[config.mk]
export PLATFORM = sky130hd
export DESIGN_NAME = nascom_vid_timing
export DESIGN_NICKNAME = d
export VERILOG_FILES = /design/src/rtl/nascom_vid_pkg.sv /design/src/rtl/nascom_vid_hcount.sv /design/src/rtl/nascom_vid_timing.sv
export SDC_FILE = /design/constraint.sdc
export NUM_CORES = 1
export LEC_CHECK = 0
export CAP_MARGIN = 25
export CORE_MARGIN = 5
export CORE_UTILIZATION = 47
export CTS_CLUSTER_DIAMETER = 80
export DETAILED_ROUTE_END_ITERATION = 10
export HOLD_SLACK_MARGIN = 0.15
export PLACE_DENSITY = 0.78
export SETUP_SLACK_MARGIN = 0.4
export SLEW_MARGIN = 20
export SYNTH_ARGS = -nofsm -noshare
export SYNTH_HDL_FRONTEND = slang
export SYNTH_SLANG_ARGS = --single-unit
[constraint.sdc]
create_clock -name clk -period 2.1 [get_ports clk]
set_input_delay 0.42 -clock clk [delete_from_list [all_inputs] [get_ports clk]]
set_output_delay 0.42 -clock clk [all_outputs]
set_load 0.05 [all_outputs]
[src/rtl/nascom_vid_pkg.sv]
// nascom_vid_pkg
//   Shared constants for the Nascom 2 video timing path: default raster
//   geometry, counter widths, VRAM address width and the bit positions of
//   the row flags returned by the 32x2 video decode PROM.
//   Optional feature macro used by the top: NASCOM_VID_FRAME_COUNT_EN.
package nascom_vid_pkg;

  // Default raster geometry (character periods / scanlines / rows).
  localparam int DEF_H_TOTAL      = 64;
  localparam int DEF_H_ACTIVE     = 48;
  localparam int DEF_H_SYNC_START = 52;
  localparam int DEF_H_SYNC_LEN   = 4;
  localparam int DEF_SCAN_PER_ROW = 14;
  localparam int DEF_SCAN_LAST    = 18;
  localparam int DEF_ROWS_TOTAL   = 22;

  // Counter and address widths.
  localparam int COL_W   = 6;
  localparam int SCAN_W  = 5;
  localparam int ROW_W   = 5;
  localparam int VRAM_AW = 10;

  // Bit positions inside vid_flags (raw PROM d1/d0).
  localparam int FLAG_D0 = 0;
  localparam int FLAG_D1 = 1;

endpackage

[src/rtl/nascom_vid_hcount.sv]
// nascom_vid_hcount
//   Character column counter plus horizontal sync/blank decode.
//   Ports:
//     clk, rst_n  - clock, asynchronous active-low reset
//     adv         - character-period advance (already qualified by the top)
//     col         - current column (registered)
//     line_end    - high in the clk where the column wraps to 0
//     hsync       - active-high horizontal sync, decoded from col
//     hblank      - active-high horizontal blank, decoded from col
module nascom_vid_hcount
  import nascom_vid_pkg::*;
#(
  parameter int H_TOTAL      = DEF_H_TOTAL,
  parameter int H_ACTIVE     = DEF_H_ACTIVE,
  parameter int H_SYNC_START = DEF_H_SYNC_START,
  parameter int H_SYNC_LEN   = DEF_H_SYNC_LEN
) (
  input  logic             clk,
  input  logic             rst_n,
  input  logic             adv,
  output logic [COL_W-1:0] col,
  output logic             line_end,
  output logic             hsync,
  output logic             hblank
);

  localparam logic [COL_W-1:0] COL_LAST = COL_W'(H_TOTAL - 1);

  logic [COL_W-1:0] col_q;
  logic [COL_W-1:0] col_d;

  always_comb begin
    col_d    = col_q;
    line_end = 1'b0;
    if (adv) begin
      if (col_q == COL_LAST) begin
        col_d    = '0;
        line_end = 1'b1;
      end else begin
        col_d = col_q + 1'b1;
      end
    end
  end

  always_ff @(posedge clk or negedge rst_n) begin
    if (!rst_n) begin
      col_q <= '0;
    end else begin
      col_q <= col_d;
    end
  end

  // Decodes are taken straight from the registered column so they line up
  // with col and char_addr without an extra pipeline stage.
  assign col    = col_q;
  assign hblank = (int'(col_q) >= H_ACTIVE);
  assign hsync  = (int'(col_q) >= H_SYNC_START) &&
                  (int'(col_q) <  H_SYNC_START + H_SYNC_LEN);

endmodule

[src/rtl/nascom_vid_timing.sv]
// nascom_vid_timing
//   Nascom 2 video timing generator. Counts columns, scanlines and text
//   rows, presents the row number to the video decode PROM and registers
//   the PROM result as per-row flags.
//   Ports:
//     clk, rst_n   - 16 MHz clock, asynchronous active-low reset
//     ch_en        - 1 MHz character-clock enable (one clk wide)
//     prom_a       - row number to PROM a4..a0
//     prom_ce_n    - PROM chip enable, active low
//     prom_d       - PROM data d1,d0
//     vid_flags    - registered PROM data for the current row
//     char_addr    - VRAM address {row[3:0], col[5:0]}
//     scan         - scanline within the current row
//     hsync/hblank - horizontal sync and blank
//     frame_start  - one-clk pulse at the frame wrap
//     frame_cnt    - frame counter, only with NASCOM_VID_FRAME_COUNT_EN
module nascom_vid_timing
  import nascom_vid_pkg::*;
#(
  parameter int H_TOTAL      = DEF_H_TOTAL,
  parameter int H_ACTIVE     = DEF_H_ACTIVE,
  parameter int H_SYNC_START = DEF_H_SYNC_START,
  parameter int H_SYNC_LEN   = DEF_H_SYNC_LEN,
  parameter int SCAN_PER_ROW = DEF_SCAN_PER_ROW,
  parameter int SCAN_LAST    = DEF_SCAN_LAST,
  parameter int ROWS_TOTAL   = DEF_ROWS_TOTAL
) (
  input  logic               clk,
  input  logic               rst_n,
  input  logic               ch_en,
  output logic [ROW_W-1:0]   prom_a,
  output logic               prom_ce_n,
  input  logic [1:0]         prom_d,
  output logic [1:0]         vid_flags,
  output logic [VRAM_AW-1:0] char_addr,
  output logic [SCAN_W-1:0]  scan,
  output logic               hsync,
  output logic               hblank,
  output logic               frame_start
`ifdef NASCOM_VID_FRAME_COUNT_EN
  ,
  output logic [7:0]         frame_cnt
`endif
);

  if (H_TOTAL > 64 || H_TOTAL < 2) begin : g_bad_h_total
    $error("nascom_vid_timing: H_TOTAL must be in 2..64");
  end
  if (SCAN_LAST > 32 || SCAN_LAST < 1 || SCAN_PER_ROW > 32 || SCAN_PER_ROW < 1) begin : g_bad_scan
    $error("nascom_vid_timing: scanline counts must be in 1..32");
  end
  if (ROWS_TOTAL > 32 || ROWS_TOTAL < 1) begin : g_bad_rows
    $error("nascom_vid_timing: ROWS_TOTAL must be in 1..32");
  end

  localparam logic [ROW_W-1:0]  ROW_LAST      = ROW_W'(ROWS_TOTAL - 1);
  localparam logic [SCAN_W-1:0] SCAN_NORM_IDX = SCAN_W'(SCAN_PER_ROW - 1);
  localparam logic [SCAN_W-1:0] SCAN_LAST_IDX = SCAN_W'(SCAN_LAST - 1);

  logic [SCAN_W-1:0] scan_q, scan_d;
  logic [ROW_W-1:0]  row_q, row_d;
  logic [1:0]        flags_q, flags_d;
  logic              ce_n_q, ce_n_d;
  logic              fs_q, fs_d;
  logic [SCAN_W-1:0] scan_end_idx;

  logic              adv;
  logic [COL_W-1:0]  col;
  logic              line_end;

  // prom_ce_n stays high for the first edge after reset release, so gating
  // on it keeps a ch_en that lands on that edge from advancing the raster.
  assign adv = ch_en & ~ce_n_q;

  nascom_vid_hcount #(
    .H_TOTAL      (H_TOTAL),
    .H_ACTIVE     (H_ACTIVE),
    .H_SYNC_START (H_SYNC_START),
    .H_SYNC_LEN   (H_SYNC_LEN)
  ) u_hcount (
    .clk      (clk),
    .rst_n    (rst_n),
    .adv      (adv),
    .col      (col),
    .line_end (line_end),
    .hsync    (hsync),
    .hblank   (hblank)
  );

  always_comb begin
    scan_d       = scan_q;
    row_d        = row_q;
    flags_d      = flags_q;
    ce_n_d       = 1'b0;
    fs_d         = 1'b0;
    scan_end_idx = (row_q == ROW_LAST) ? SCAN_LAST_IDX : SCAN_NORM_IDX;

    if (line_end) begin
      if (scan_q == scan_end_idx) begin
        scan_d = '0;
        if (row_q == ROW_LAST) begin
          row_d = '0;
          fs_d  = 1'b1;
        end else begin
          row_d = row_q + 1'b1;
        end
      end else begin
        scan_d = scan_q + 1'b1;
      end
    end

    // The row address has been on the PROM since col 0, so sampling at
    // col 1 gives it a full character period to settle.
    if (adv && (col == COL_W'(1)) && (scan_q == '0)) begin
      flags_d[FLAG_D0] = prom_d[FLAG_D0];
      flags_d[FLAG_D1] = prom_d[FLAG_D1];
    end
  end

  always_ff @(posedge clk or negedge rst_n) begin
    if (!rst_n) begin
      scan_q  <= '0;
      row_q   <= '0;
      flags_q <= 2'b11;
      ce_n_q  <= 1'b1;
      fs_q    <= 1'b0;
    end else begin
      scan_q  <= scan_d;
      row_q   <= row_d;
      flags_q <= flags_d;
      ce_n_q  <= ce_n_d;
      fs_q    <= fs_d;
    end
  end

`ifdef NASCOM_VID_FRAME_COUNT_EN
  logic [7:0] frame_cnt_q, frame_cnt_d;

  always_comb begin
    frame_cnt_d = frame_cnt_q;
    if (fs_d) begin
      frame_cnt_d = frame_cnt_q + 8'd1;
    end
  end

  always_ff @(posedge clk or negedge rst_n) begin
    if (!rst_n) begin
      frame_cnt_q <= '0;
    end else begin
      frame_cnt_q <= frame_cnt_d;
    end
  end

  assign frame_cnt = frame_cnt_q;
`endif

  // Rows 16 and up alias VRAM through row[3:0]; the PROM flags blank them.
  assign char_addr   = {row_q[3:0], col};
  assign prom_a      = row_q;
  assign prom_ce_n   = ce_n_q;
  assign vid_flags   = flags_q;
  assign scan        = scan_q;
  assign frame_start = fs_q;

endmodule

==> impl_metrics.tcl <==
set metrics [dict create \
    outcome "finished clean" \
    synth_edf_count 0 \
    synthToLayoutAreaGrowth_pct 47.8 \
    critPathArrivalTime_ns 2.02 \
    avgSynthCellArea_um2 10.0 \
    cts_buffer_depth 2 \
    clkLatencyLatePin_ns 0.31 \
    syn-num-nets 126 \
    p_per_area_nw_per_um2 749 \
    drv_cap 0 \
    rsz0062_at_grt "true" \
    critical_path_class "reg -> reg" \
    async_flop_share 1.00 \
    cts_hold_buf 0 \
    hp-class "in -> async" \
    fin_crit_sh 0.871 \
    p_leak_nw 0.761 \
    p_total_mw 1.26 \
    fill_cells 156 \
    first_global_vias 1051 \
    start_util 0.503 \
    netlist_top_cells_area "dfrtp_1 38%, ha_1 8.8%, dfstp_2 7.0%" \
    dpl.hpwl_um 1950 \
    syn_inst 113 \
    drive_gt1_frac 0.506 \
    port_buffers 30 \
    path_max_fanout 6 \
    grt_max_degree 21 \
    synth.largest_area_cell "dfrtp_1" \
    antenna_found_initial 0 \
    yosysMostFrequentCell "dfrtp_1" \
    yosysTopAreaCellShare 0.375 \
    multi_input_area_um2 622 \
    yosys_warnings 0 \
    fin_crit_ns 1.83 \
    root_buffer "clkbuf_4" \
    die_y_um 59.1 \
    clkSlewWorstSetupHoldPaths_ns 0.12 \
    fin_skew_ns 0.0133 \
    syn_area_um2 1130 \
    worstPathRequired_ns 2.29 \
    postRouteAntennaNets 0 \
    setup-tns-final_ns 0 \
    htree_levels 1 \
    drt-wirelength-per-cell_um 15.0 \
    die_area_um2 3490 \
    register_area_um2 515 \
    cp-start-kind "register" \
    cts_buffers 3 \
    clock.fmax_mhz 547 \
    first_pass_iters 4 \
    diodes 0 \
    coreArea_um2 2250 \
    seq_area_frac_synth 0.445 \
    finalNetCount 176 \
    cts_tree "built" \
    setup_viol 0 \
    grt_pass1_wl_um 4680 \
    clkSinkCount 20 \
    die_x_um 59.1 \
    hold_violations 0 \
    routed_via_density 5.35 \
    netlist_top_cells_count "17 x dfrtp_1, 10 x nand2_1, 9 x inv_1, 9 x nand3_1, 8 x ha_1" \
    cp-end-kind "register" \
    rows 17 \
    num_vias 1016 \
    synth.distinct_cells 34 \
    yosys_register_bits 20 \
    drt_iter0_markers 21 \
    synth_flop_cell "dfrtp_1" \
    finalWeightedCongestion 0.775 \
    grt_usage 0.178 \
    slew_viol_final 0 \
    drc 0 \
    ios 31 \
    gr-total-overflow 0 \
    peakVddDrop_v 0.000834 \
    routed_wl_um 2860 \
]
==> registers in the layout, summed over array words and instances (netlist names) <==
signal and count:
frame_start 1, scan 5, prom_ce_n 1, u_hcount.col 6, vid_flags 2, prom_a 5
==> report_power, final <==
group	leakage (nW)	switching [mW]	internal, mW
registers	0.228	0.0779	0.446
logic	0.511	0.318	0.184
clock network	0.0210	0.123	0.106
==> cells by family after synthesis <==
family          count (synthesis)  share of synthesized area
buf+inv                        16                     0.0728
compound gates                 13                     0.0728
fa+ha+maj                       8                     0.0883
xor+xnor                        4                     0.0309
simple gates                   45                      0.215
other cells                     1                    0.00331
flops                          20                      0.445
mux                             6                     0.0717
==> area by class of cell <==
class / count / area share
Timing Repair Buffer: 52 / 0.258
Tap cell: 28 / 0.0209
Multi-Input combinational cell: 77 / 0.371
Inverter: 9 / 0.0202
Sequential cell: 20 / 0.308
Clock buffer: 4 / 0.0217
==> cell usage in the layout, fill, tap and decap left out, drive strengths merged, types with 2 or more instances in the layout <==
master         synthesis  layout
and3                   2       2
and4b                  2       2
buf                    5      29
clkbuf                 2       9
clkdlybuf4s15          0      10
clkdlybuf4s50          0       4
dfrtp                 17      17
dfstp                  3       3
dlygate4sd2            0       3
ha                     8       8
inv                    9       9
mux2                   4       4
mux2i                  2       2
nand2                 10      10
nand2b                 2       2
nand3                  9       9
nand4                  3       3
nor2                   7       7
nor2b                  2       2
nor3                   3       3
o21ai                  5       5
o31ai                  4       4
xnor2                  3       3
==> final timing paths <==
path,from,endpoint,slack (ns),depth (start not counted)
min in group clk,prom_a[4],prom_a[4],0.53,1
setup / recovery,prom_a[0],prom_a[3],0.27,6
max in group asynchronous,rst_n,vid_flags[0],1.40,2
hold / removal,rst_n,u_hcount.col[5],0.43,2
hold reg to reg,prom_a[4],prom_a[4],0.53,1
setup reg to reg,prom_a[0],prom_a[3],0.27,6
==> stage by stage <==
stage / area (um^2) / cells / setup slack [ns] / util / hold slack, ns
2_1_floorplan: 1180 / 113 / 0.121 / - / 0.124
3_3_place_gp: 1510 / 170 / 0.156 / 0.669 / 0.503
3_5_place_dp: 1510 / 170 / 0.0426 / 0.669 / 0.519
4_1_cts: 1640 / 183 / 0.274 / 0.728 / 0.436
5_1_grt: 1680 / 190 / 0.236 / 0.743 / 0.456
6_report: 1680 / 190 / 0.272 / 0.743 / 0.431
==> routing by layer <==
layer / GRT usage / routed length, um / vias to the layer above
li1: - / - / 481
met1: 0.207 / 1170 / 490
met2: 0.295 / 1470 / 33
met3: 0.0349 / 99 / 12
met4: 0.117 / 112 / 0
met5: 0 / 0 / -
==> worst max-delay path, cell delays in order (launching register included) <==
cell and delay [ns]:
dfrtp_2 0.45, ha_4 0.15, and4b_2 0.27, mux2i_4 0.22
buf_4 0.15, nor3_2 0.10, mux2_2 0.36
==> what timing repair did <==
action | CTS | global route
pin swaps | 1 | 4
endpoints found under the setup margin | 33 | 22
setup buffers | 9 | 7
gates resized for setup | 61 | 26
Note: power is estimated with default switching activity, not from simulation.
